===== src/rtl/elevator_request_queue.sv =====
// Call-button conditioning (sync, debounce, edge detect), pending-call latch and SCAN target selection.
// Optional return-to-lobby idle timer is built only when ELEVATOR_IDLE_RETURN_EN is defined.
module elevator_request_queue #(
  parameter int FLOORS          = 5,
  parameter int FLOOR_W         = 3,
  parameter int DEBOUNCE_CYCLES = 4,
  parameter int IDLE_TIMEOUT    = 64
) (
  input  logic               clk,
  input  logic               rst_n,
  input  logic [FLOORS-1:0]  buttons,
  input  logic [FLOOR_W-1:0] current_floor,
  input  logic               serviced,
  output logic [FLOORS-1:0]  pending,
  output logic               req_valid,
  output logic [FLOOR_W-1:0] target_floor,
  output logic               dir_up
);

  localparam int CNT_W = (DEBOUNCE_CYCLES > 1) ? $clog2(DEBOUNCE_CYCLES) : 1;
  localparam logic [CNT_W-1:0] CNT_MAX = CNT_W'(DEBOUNCE_CYCLES - 1);

  typedef enum logic {IDLE, SERVING} state_t;

  state_t             state, state_next;
  logic [FLOORS-1:0]  sync1, sync2, deb, deb_d;
  logic [CNT_W-1:0]   db_cnt [FLOORS];
  logic [FLOORS-1:0]  rise, set_mask, clear_mask;
  logic               lobby_set;
  logic               found_up, found_dn, at_floor, dir_next;
  logic [FLOOR_W-1:0] up_floor, dn_floor, target_next;

  always_ff @(posedge clk or negedge rst_n) begin
    if (!rst_n) begin
      sync1 <= '0;
      sync2 <= '0;
      deb_d <= '0;
    end else begin
      sync1 <= buttons;
      sync2 <= sync1;
      deb_d <= deb;
    end
  end

  // A level is accepted only after it has differed from the debounced value for DEBOUNCE_CYCLES cycles in a row.
  always_ff @(posedge clk or negedge rst_n) begin
    if (!rst_n) begin
      deb <= '0;
      for (int i = 0; i < FLOORS; i++) db_cnt[i] <= '0;
    end else begin
      for (int i = 0; i < FLOORS; i++) begin
        if (sync2[i] == deb[i]) begin
          db_cnt[i] <= '0;
        end else if (db_cnt[i] == CNT_MAX) begin
          deb[i]    <= sync2[i];
          db_cnt[i] <= '0;
        end else begin
          db_cnt[i] <= db_cnt[i] + 1'b1;
        end
      end
    end
  end

  assign rise = deb & ~deb_d;

  always_comb begin
    clear_mask = '0;
    for (int i = 0; i < FLOORS; i++) begin
      if (serviced && (i == int'(current_floor))) clear_mask[i] = 1'b1;
    end
  end

`ifdef ELEVATOR_IDLE_RETURN_EN
  localparam int IDLE_W = $clog2(IDLE_TIMEOUT + 1);
  logic [IDLE_W-1:0] idle_cnt;

  always_ff @(posedge clk or negedge rst_n) begin
    if (!rst_n) begin
      idle_cnt <= '0;
    end else if (serviced || (|pending)) begin
      idle_cnt <= '0;
    end else if ((current_floor != '0) && (idle_cnt != IDLE_W'(IDLE_TIMEOUT))) begin
      idle_cnt <= idle_cnt + 1'b1;
    end
  end

  assign lobby_set = (idle_cnt == IDLE_W'(IDLE_TIMEOUT));
`else
  assign lobby_set = 1'b0;
`endif

  assign set_mask = rise | {{(FLOORS-1){1'b0}}, lobby_set};

  // Service beats a same-cycle press, so a press arriving as the door opens is dropped.
  always_ff @(posedge clk or negedge rst_n) begin
    if (!rst_n) pending <= '0;
    else        pending <= (pending | set_mask) & ~clear_mask;
  end

  always_comb begin
    found_up = 1'b0;
    found_dn = 1'b0;
    at_floor = 1'b0;
    up_floor = '0;
    dn_floor = '0;
    for (int i = FLOORS - 1; i >= 0; i--) begin
      if (pending[i] && (i > int'(current_floor))) begin
        found_up = 1'b1;
        up_floor = FLOOR_W'(i);
      end
    end
    for (int i = 0; i < FLOORS; i++) begin
      if (pending[i] && (i < int'(current_floor))) begin
        found_dn = 1'b1;
        dn_floor = FLOOR_W'(i);
      end
      if (pending[i] && (i == int'(current_floor))) at_floor = 1'b1;
    end
  end

  // SCAN: keep going while calls remain ahead, otherwise reverse; with no calls everything holds.
  always_comb begin
    state_next  = (|pending) ? SERVING : IDLE;
    dir_next    = dir_up;
    target_next = target_floor;
    if (dir_up) begin
      if (found_up) begin
        target_next = up_floor;
      end else if (found_dn) begin
        dir_next    = 1'b0;
        target_next = dn_floor;
      end else if (at_floor) begin
        target_next = current_floor;
      end
    end else begin
      if (found_dn) begin
        target_next = dn_floor;
      end else if (found_up) begin
        dir_next    = 1'b1;
        target_next = up_floor;
      end else if (at_floor) begin
        target_next = current_floor;
      end
    end
  end

  always_ff @(posedge clk or negedge rst_n) begin
    if (!rst_n) begin
      state        <= IDLE;
      dir_up       <= 1'b1;
      target_floor <= '0;
    end else begin
      state        <= state_next;
      dir_up       <= dir_next;
      target_floor <= target_next;
    end
  end

  assign req_valid = (state == SERVING);

endmodule


===== config.mk =====
export PLATFORM = sky130hd
export DESIGN_NAME = elevator_request_queue
export DESIGN_NICKNAME = d
export VERILOG_FILES = /design/src/rtl/elevator_request_queue.sv
export SDC_FILE = /design/constraint.sdc
export NUM_CORES = 1
export LEC_CHECK = 0
export ABC_AREA = 1
export CAP_MARGIN = 5
export CORE_ASPECT_RATIO = 0.5
export CORE_MARGIN = 3
export CORE_UTILIZATION = 54
export CTS_BUF_LIST = sky130_fd_sc_hd__clkbuf_8 sky130_fd_sc_hd__clkbuf_16
export DETAILED_ROUTE_END_ITERATION = 8
export PLACE_DENSITY = 0.76
export SETUP_SLACK_MARGIN = 0.02
export SKIP_LAST_GASP = 1
export SLEW_MARGIN = 10
export SYNTH_ARGS = -nofsm -noshare
export SYNTH_HDL_FRONTEND = slang
export SYNTH_SLANG_ARGS = --single-unit

===== constraint.sdc =====
create_clock -name clk -period 1.5 [get_ports clk]
set_input_delay 0.3 -clock clk [delete_from_list [all_inputs] [get_ports clk]]
set_output_delay 0.3 -clock clk [all_outputs]
set_load 0.02 [all_outputs]

# --- Yosys cells after proc, flatten, opt, wreduce, memory -nomap -nowiden ---
# Index checks and enable logic that the tools add are counted.
# Widths: inputs -> output; s select.
totals:
  regBits: 40
  latchBits: 0
  mem_bits_rw: 0
  rom_bits: 0
  input_bits: 11
  output_inout_bits: 10
  wordCells: 130
  n_memories: 0
op_classes:
  n_addsub: 5
  multipliers: 0
  n_div: 0
  n_lt_le_gt_ge: 9
  n_eq_ne: 14
  shifts: 0
  mux: 49
  n_bitwise: 10
  reduce_logical: 26
ops:
  columns: ["operator", "count"]
  rows:
  - ["$mux 3", 13]
  - ["$mux 1", 26]
  - ["$mux 2", 10]
  - ["$logic_and 1x1->1", 19]
  - ["$add 2x1->2 const B", 5]
  - ["$and 5x5->5", 2]
  - ["$eq 2x2->1 const B", 5]
  - ["$not 5->5", 2]
  - ["$reduce_and 2->1", 5]
  - ["$eq 3x3->1 const A", 3]
  - ["$gt 2x3->1 const A", 2]
  - ["$lt 1x3->1 const A", 2]
  - ["$lt 2x3->1 const A", 2]
  - ["$eq 1x1->1", 5]
  - ["$not 1->1", 5]
  - ["$or 5x5->5", 1]
  - ["$reduce_or 5->1", 1]
  - ["$eq 2x3->1 const A", 1]
  - ["$gt 1x3->1 const A", 1]
  - ["$gt 3x3->1 const A", 1]
  - ["$logic_not 3->1", 1]
  - ["$lt 3x3->1 const A", 1]

# --- Longest topological paths before layout ---
# Gate-level depths: netlist of the first run.
depth:
  word_depth: 11
  depth_mapped: 9
  depth_no_buf: 9

# --- Worst setup path after synthesis of the first run ---
# Ideal clock, no wire load.
synth_timing:
  kind: "reg2reg"
  from: "reg pending[4]"
  to: "reg target_floor[0]"
  setup_time_ps: 124
  arrival_ps: 1125
  path_slack_ps: 251
  path_stages_with_launch: 8
  path_buffers: 0
  period_less_slack_ps: 1249
  cell_sequence: "dfrtp_1 inv_1 nor3_4 inv_1 nand3_1 nand2_1 nand2_1 nand3_1"
synth_via:
  elab_chain_cells: 8
synth_rtl:
  columns: ["element", "line_no", "rtl"]
  rows:
  - ["start: declaration", "14", "output logic [FLOORS-1:0] pending,"]
  - ["start signal: assignment", "97", "else pending <= (pending | set_mask) & ~clear_mask;"]
  - ["$logic_and 1x1->1", "107", "if (pending[i] && (i > int'(current_floor))) begin"]
  - ["$mux 1 (4 in a row)", "107", null]
  - ["$mux 3", "138", "end else if (found_up) begin"]
  - ["$mux 3", "136", "if (found_dn) begin"]
  - ["$mux 3 *", "126", "if (dir_up) begin"]
  - ["via target_next[0]", "31", "logic [FLOOR_W-1:0] up_floor, dn_floor, target_next;"]
  - ["end signal: assignment", "155", "target_floor <= target_next;"]
  - ["end: declaration", "16", "output logic [FLOOR_W-1:0] target_floor,"]
# Mark *: on every way through the listed nets, which the timed path passes. The rest lies on a longest branch.
# A chain may end at the register's enable or synchronous reset.

# --- Worst setup path in the final report of the first run ---
layout_timing:
  from: "reg dir_up"
  to: "out dir_up"
layout_lines:
  columns: ["element", "line_no", "rtl"]
  rows:
  - ["start: declaration", "17", "output logic dir_up"]
  - ["start signal: assignment", "154", "dir_up <= dir_next;"]
# No word-level cell between the ends.

==> impl_summary.txt, run 1 <==
----------------------------------------------------
[Setup path]
  Arrival time worst endpoint ... 1130 ps
  Critical path launch point ... dir_up
  Buffers & Inverters on Critical Path ... 1
  Type of origin of the critical path ... flop
  Endpoint of the worst register-to-register path ... target_floor[0]
  Reg2reg path depth ... 7
  Setup Crit Path Kind ... reg -> out
  CP peak stage delay ... 550 ps
  Endpoint required time on the critical path ... 1200 ps
  RR Startpoint ... pending[3]
  Critical-path cell list ... clkdlybuf4s15_1
  Element type at the critical path end ... primary output
  Critical Path Fanout Max ... 2
  Minimum setup slack among reg-to-reg paths ... ~130 ps
  Slowest stage cell, crit path ... dfstp_2
  Top cell family by delay on the critical path ... flip-flops

[Timing]
  Actual slew at the worst max-slew pin ... between 400 and 500 ps
  Endpoints failing hold ... 0
  RSZ-0062 raised after global routing ... yes
  Worst Skew ... roughly 4.6 ps
  Max Slew Vio Count ... 0
  Shortest clock period the worst path allows after layout ... 1430 ps
  Final cycle utilization of the critical path ... 95.1%
  Fmax achieved ... roughly 700 MHz
  Worst slew margin relative to its limit ... 72.6%
  Final count of negative-setup-slack endpoints ... 0

[Logic synthesis]
  Post-synth top cells ... 39 x dfrtp_1, 33 x nand2_1, 28 x inv_1
  Synth top area share ... between 50 and 60%
  Post-synth cell types ... 26
  Cell type with the highest aggregate area in the netlist ... dfrtp_1
  Count of yosys warnings during synthesis ... 0
  Synth Register Bits ... 40
  Syn Std Cell Area ... around 1700 um2
  Top cells by area, synth ... dfrtp_1 57%, nand2_1 7.3%, inv_1 6.2%
  Leading cell type by number of instances after synthesis ... dfrtp_1
  Mean cell area of the mapped netlist ... 9.66 um2
  Post-synth top flop ... dfrtp_1
  Sequential area share after synthesis ... 58.9%
  Post-synth EDFFs ... 0
  Synthesized instance count ... 176
  Async S/R FF share, synth ... 100%
  Synth Net Count ... 192

[Hold path]
  Hold Path Stages ... 0
  Hold endpoint ... sync2[0]
  Tightest Hold Check Type ... reg -> reg
  Hold path start ... sync1[0]

[Placed design]
  Final weighted congestion of routability-driven global placement ... 0.969
  Count of buffers inserted at the top-level ports ... 20
  Number of cells in the design after placement ... 249
  Half-perimeter wire length after placement ... 2.64 mm

[Layout]
  Area growth, synth to finish ... 30.2%
  Area used by multi-input combinational logic ... roughly 590 um2
  Final Non-Filler Cells ... 257
  Layout cell share with drive strength beyond 1 ... 16.4%
  Total inserted antenna cells ... 0
  Total area of sequential cells ... ~1000 um2
  NumNets Final ... 236
  Number of fill cells in the layout ... just under 200
  Final core utilization ... 79.1%

[Routing]
  Met3 wire length ... 231 um
  Total vias in the final route ... 1357
  Aggregate routed wire length ... approximately 3.5 mm
  Post-route DRC violation count ... 0
  DRT antenna net count ... 0
  Post-detailed-route wirelength per cell ... 13.6 um
  Number of violations reported at the end of detailed-routing iteration 0 ... 40
  Length of routed met2 wiring ... roughly 1.6 mm
  First-pass iteration count of the detailed router ... 4
  Detailed-routing wirelength on met1 ... 1.56 mm
  Top metal layer carrying routed signals ... met4
  Number of vias per cell ... 5.28

[Clock network]
  Latest clock arrival within the worst-skew pair ... 280 ps
  Root Buffer ... clkbuf_8
  CTS tree ... done
  Post-CTS repair timing setup buffer count ... 0
  Clock input transition at the sequential cells of the worst setup and hold paths ... ~70 ps
  TritonCTS sink count ... 40
  Number of clock buffers inserted by TritonCTS ... 5
  Maximum clock insertion buffer count ... 2
  Maximum level of the CTS H-tree ... 2

[Global route]
  Via count of the first global-routing pass ... 1344
  First-pass GRT wire length ... 6.13 mm
  Overflow after GRT ... 0
  Total Routing Usage GR ... 21.3%
  Pin count of the biggest net entering global routing ... 26
  Antenna violations before repair ... 0

[Floorplanning]
  Std-Cell Core Area ... 2800 um2
  Initial cell density of the core ... 60.8%
  Num rows ... 13
  Die boundary width ... 85.4 um
  Top-level I/O count ... 21
  Overall die height ... roughly 46 um
  Die footprint ... 3900 um2

[Flow run]
  Max-cap check violation count ... 0

[Run status]
  Status ... finished clean

[Power]
  Power Density ... 1830 nW/um2
  Worst supply voltage drop on vdd ... 0.982 mV
  Leakage power ... 1.13 nW

----------------------------------------------------
-- cells by family (layout without fill, tap and decap cells) --
| kind of cell | count (synthesis) | count (layout) | share of synthesized area (%) |
|---|---|---|---|
| xor+xnor | 5 | 5 | 2.58 |
| compound gates | 20 | 20 | 7.06 |
| fa+ha+maj | 5 | 5 | 3.68 |
| buf+inv | 31 | 75 | 6.84 |
| flops | 40 | 40 | 58.9 |
| simple gates | 75 | 75 | 20.9 |
-- metrics by stage --
| step | cell area, um2 | TNS (ps) | setup WS [ps] | hold WS, ps | power, mW |
|---|---|---|---|---|---|
| global route | 2210 | 0 | 12.7 | 357 | 4.36 |
| detailed placement | 2070 | -1600 | -378 | 257 | 3.14 |
| finish | 2210 | 0 | 74.2 | 352 | 4.06 |
| CTS | 2210 | 0 | 33.4 | 356 | 4.09 |
| floorplan | 1700 | 0 | 251 | 4.41 | 2.49 |
| global placement | 2070 | -1600 | -354 | 239 | 3.08 |
-- area by class of cell --
| class | instances | share of cell area (%) |
|---|---|---|
| flip-flops and latches | 40 | 45.3 |
| multi-input cells | 105 | 26.9 |
| repair buffers | 37 | 14.7 |
| inverters | 31 | 5.26 |
| clock buffers | 5 | 3.11 |
| clock inverters | 2 | 2.71 |
| well taps | 37 | 2.09 |
-- placed cells by master, fill, tap and decap left out --
cell / instances
dlygate4sd2_1: 10
clkbuf_8: 5
nor2_4: 3
inv_2: 3
dfstp_2: 1
clkdlybuf4s50_1: 6
o21bai_1: 1
xnor2_1: 5
ha_1: 5
a31oi_1: 1
a41oi_1: 1
nand3_2: 3
nor3_4: 1
nand3_1: 13
buf_12: 1
nand2_1: 33
o21ai_0: 9
nand4_1: 2
inv_1: 28
a21boi_1: 2
buf_2: 1
bufinv_16: 2
o22ai_1: 1
a21oi_1: 2
nor3_1: 5
o21ai_1: 1
nor2_1: 13
o32ai_1: 1
clkdlybuf4s15_1: 3
buf_4: 15
nor2_2: 1
nor4_1: 1
o211ai_1: 1
dlygate4sd3_1: 1
dfrtp_1: 39
-- flip-flops by register name (all words and copies together) (netlist names) --
name,flops
sync2,5
sync1,5
deb,5
pending,5
target_floor,3
deb_d,5
dir_up,1
req_valid,1
db_cnt,10
-- metal layers --
layer  global-route usage (%)  vias to the layer above
li1                         -                      653
met1                     26.7                      642
met2                     35.3                       46
met3                     7.58                       16
met4                     7.26                        0
met5                        0                        -
-- how the worst max path moves through the flow --
stage | to | slack, ps | cells after the start
2_1_floorplan | target_floor[0] | 250 | 7
5_1_grt | target_floor[1] | 10 | 8
3_5_place_dp | target_floor[1] | -380 | 9
6_report | dir_up | 70 | 1
3_3_place_gp | target_floor[1] | -350 | 9
4_1_cts | dir_up | 30 | 1
-- timing repair --
action	in CTS	in global routing
gates resized for setup	15	4
endpoints found under the hold margin	15	0
setup endpoints to repair	14	3
hold buffers	1	0
-- report_power, final --
group	switching [mW]	total [mW]	internal, mW
combinational	0.838	1.43	0.589
clock	0.341	0.995	0.654
sequential	0.200	1.64	1.44
Note: power is estimated with default switching activity, not from simulation.
==> inputs of run 2 (changes only) <==
- CORE_UTILIZATION: 54 -> 40
- CTS_BUF_LIST: sky130_fd_sc_hd__clkbuf_8 sky130_fd_sc_hd__clkbuf_16 -> sky130_fd_sc_hd__clkbuf_16
- PLACE_DENSITY: 0.76 -> 0.59
- TNS_END_PERCENT: unset -> 5
==> run 2 against run 1 <==
Effect of this change:
- global-route usage fell by 8.0 points
- first-iteration DRC count fell by 75%
- the run now ends with setup timing left
- sequential power barely moved
- clock power fell by 2%
- sequential share of layout area fell by 1.1 points
- non-clock buffer count rose by 1
- largest cell class unchanged
- critical endpoint is now pending[4]
- clock skew barely moved
- maximum frequency fell by 10%
- register-to-register slack improved by 70 ps
- critical path type unchanged
- die area rose by 31%
- sequential cell count did not move
==> impl_summary.txt, run 2 (synthesis gave the netlist of run 1 again) <==
----------------------------------------------------
[Run status]
  Status ... finished with violations
  Violations in the final reports ... setup timing

[Clock network]
  Maximum clock insertion buffer count ... 2
  Root Buffer ... clkbuf_16
  Latest clock arrival within the worst-skew pair ... approximately 270 ps
  CTS tree ... done
  Number of clock buffers inserted by TritonCTS ... 5
  Maximum level of the CTS H-tree ... 2
  Clock input transition at the sequential cells of the worst setup and hold paths ... 60 ps
  TritonCTS sink count ... 40

[Power]
  Net Sw Frac ... 33.4%
  Part of the power in the clock network ... 24.1%
  Portion of total power attributed to sequential cells ... 40.3%
  Internal power of the cells ... 2.70 mW
  Share of power burned in combinational logic ... 35.6%
  Power after layout ... just over 4 mW
  Leakage power ... roughly 1.2 nW
  Net switching power figure ... 1.36 mW
  Worst supply voltage drop on vdd ... 0.847 mV
  Power Density ... roughly 1800 nW/um2

[Floorplanning]
  Initial cell density of the core ... 42.7%
  Top-level I/O count ... 21
  Num rows ... 16
  Die boundary width ... 98.2 um
  Std-Cell Core Area ... roughly 4000 um2
  Die footprint ... 5120 um2
  Overall die height ... 52.1 um

[Timing]
  PnR worst setup slack ... -84.6 ps
  Worst Skew ... 4.58 ps
  Endpoints failing hold ... 0
  RSZ-0062 raised after global routing ... yes
  Shortest clock period the worst path allows after layout ... 1580 ps
  Fmax achieved ... 631 MHz
  Final count of negative-setup-slack endpoints ... 8
  Final cycle utilization of the critical path ... 106%
  Actual slew at the worst max-slew pin ... 375 ps
  Max Slew Vio Count ... 0
  Worst slew margin relative to its limit ... between 70% and 80%

[Routing]
  Aggregate routed wire length ... approximately 3.1 mm
  Post-detailed-route wirelength per cell ... 11.2 um
  Total vias in the final route ... 1268
  First-pass iteration count of the detailed router ... 4
  Number of violations reported at the end of detailed-routing iteration 0 ... 10
  DRT antenna net count ... 0
  Post-route DRC violation count ... 0
  Number of vias per cell ... 4.61

[Layout]
  Area growth, synth to finish ... 33.3%
  Total inserted antenna cells ... 0
  Final core utilization ... 56.9%
  Most frequent standard cell in the layout excluding fill and tap cells ... dfrtp_1
  Largest register FFs ... 10
  NumNets Final ... 237
  Final Non-Filler Cells ... 275
  Most frequent cells in the layout ... 39 x dfrtp_1, 33 x nand2_1, 28 x inv_1
  Biggest register ... db_cnt
  Layout cell share with drive strength beyond 1 ... 16.3%

[Global route]
  Overflow after GRT ... 0
  Total Routing Usage GR ... 13.3%
  First-pass GRT wire length ... 5.31 mm
  Via count of the first global-routing pass ... roughly 1200
  Pin count of the biggest net entering global routing ... 35
  Antenna violations before repair ... 0

[Setup path]
  Element type at the critical path end ... primary output
  Critical Path Fanout Max ... 4
  Top cell family by delay on the critical path ... buffers and inverters
  Buffers & Inverters on Critical Path ... 1
  Endpoint required time on the critical path ... between 1000 and 1500 ps
  Setup Crit Path Kind ... reg -> out
  Critical-path cell list ... clkdlybuf4s50_1
  CP peak stage delay ... 620 ps
  Arrival time worst endpoint ... about 1300 ps
  Slowest stage cell, crit path ... clkdlybuf4s50_1
  Type of origin of the critical path ... flop

[Hold path]
  Tightest Hold Check Type ... reg -> reg

[Placed design]
  Number of cells in the design after placement ... 267
  Half-perimeter wire length after placement ... 2.38 mm
  Setup Slack @ Placement ... -361 ps
  Final weighted congestion of routability-driven global placement ... 0.870
  Count of buffers inserted at the top-level ports ... 20

[Flow run]
  Max-cap check violation count ... 0

----------------------------------------------------
run 2: worst register-to-register path: cells and delay by family (launching register included):
kind,cells,cell delay (ps)
simple gates,8,650
buf+inv,1,160
flops,1,390
run 2: worst paths after layout:
| kind | cells past startpoint | to | slack (ps) | start |
|---|---|---|---|---|
| max | 1 | pending[4] | -80 | pending[4] |
| min | 0 | sync2[1] | 350 | sync1[1] |
| max reg2reg | 9 | target_floor[1] | 200 | pending[3] |
| min reg2reg | 0 | sync2[1] | 350 | sync1[1] |
| max in group asynchronous | 3 | db_cnt[5] | 670 | rst_n |
| min in group asynchronous | 2 | req_valid | 400 | rst_n |
run 2: what timing repair did:
action                                  in CTS  in global routing
endpoints found under the setup margin      14                 15
hold endpoints to repair                     5                  0
resized for setup                            1                  5
hold buffers                                 1                  0
buffers inserted                             0                  0
run 2: layer usage:
| layer | up-vias | part of all wire (%) | global-route usage (%) |
|---|---|---|---|
| li1 | 660 | - | - |
| met1 | 586 | 53 | 17.0 |
| met2 | 18 | 42 | 22.0 |
| met3 | 4 | 4.1 | 4.15 |
| met4 | 0 | 0.88 | 3.85 |
| met5 | - | 0 | 0 |
run 2: cell type report:
type / count / area [um2]
fillers: 366 / 1720
flip-flops and latches: 40 / 1000
multi-input cells: 105 / 592
repair buffers: 38 / 352
clock buffers: 5 / 125
inverters: 31 / 116
well taps: 54 / 67.6
clock inverters: 2 / 12.5
run 2: stage by stage:
step | instance area, um2 | hold slack (ps) | TNS, ps
after global routing | 2270 | 355 | -617
after detailed placement | 2100 | 161 | -1590
final | 2270 | 347 | -276
after floorplan | 1700 | 4.41 | 0
after global placement | 2100 | 159 | -1750
after CTS | 2250 | 347 | -656
run 2: power groups by stage:
stage | Combinational (mW) | Sequential [mW] | Clock (mW)
global route | 1.63 | 1.68 | 1.06
CTS | 1.46 | 1.64 | 1.01
finish | 1.45 | 1.64 | 0.980
floorplan | 0.686 | 1.80 | 0
global placement | 1.45 | 1.64 | 0
detailed placement | 1.47 | 1.66 | 0
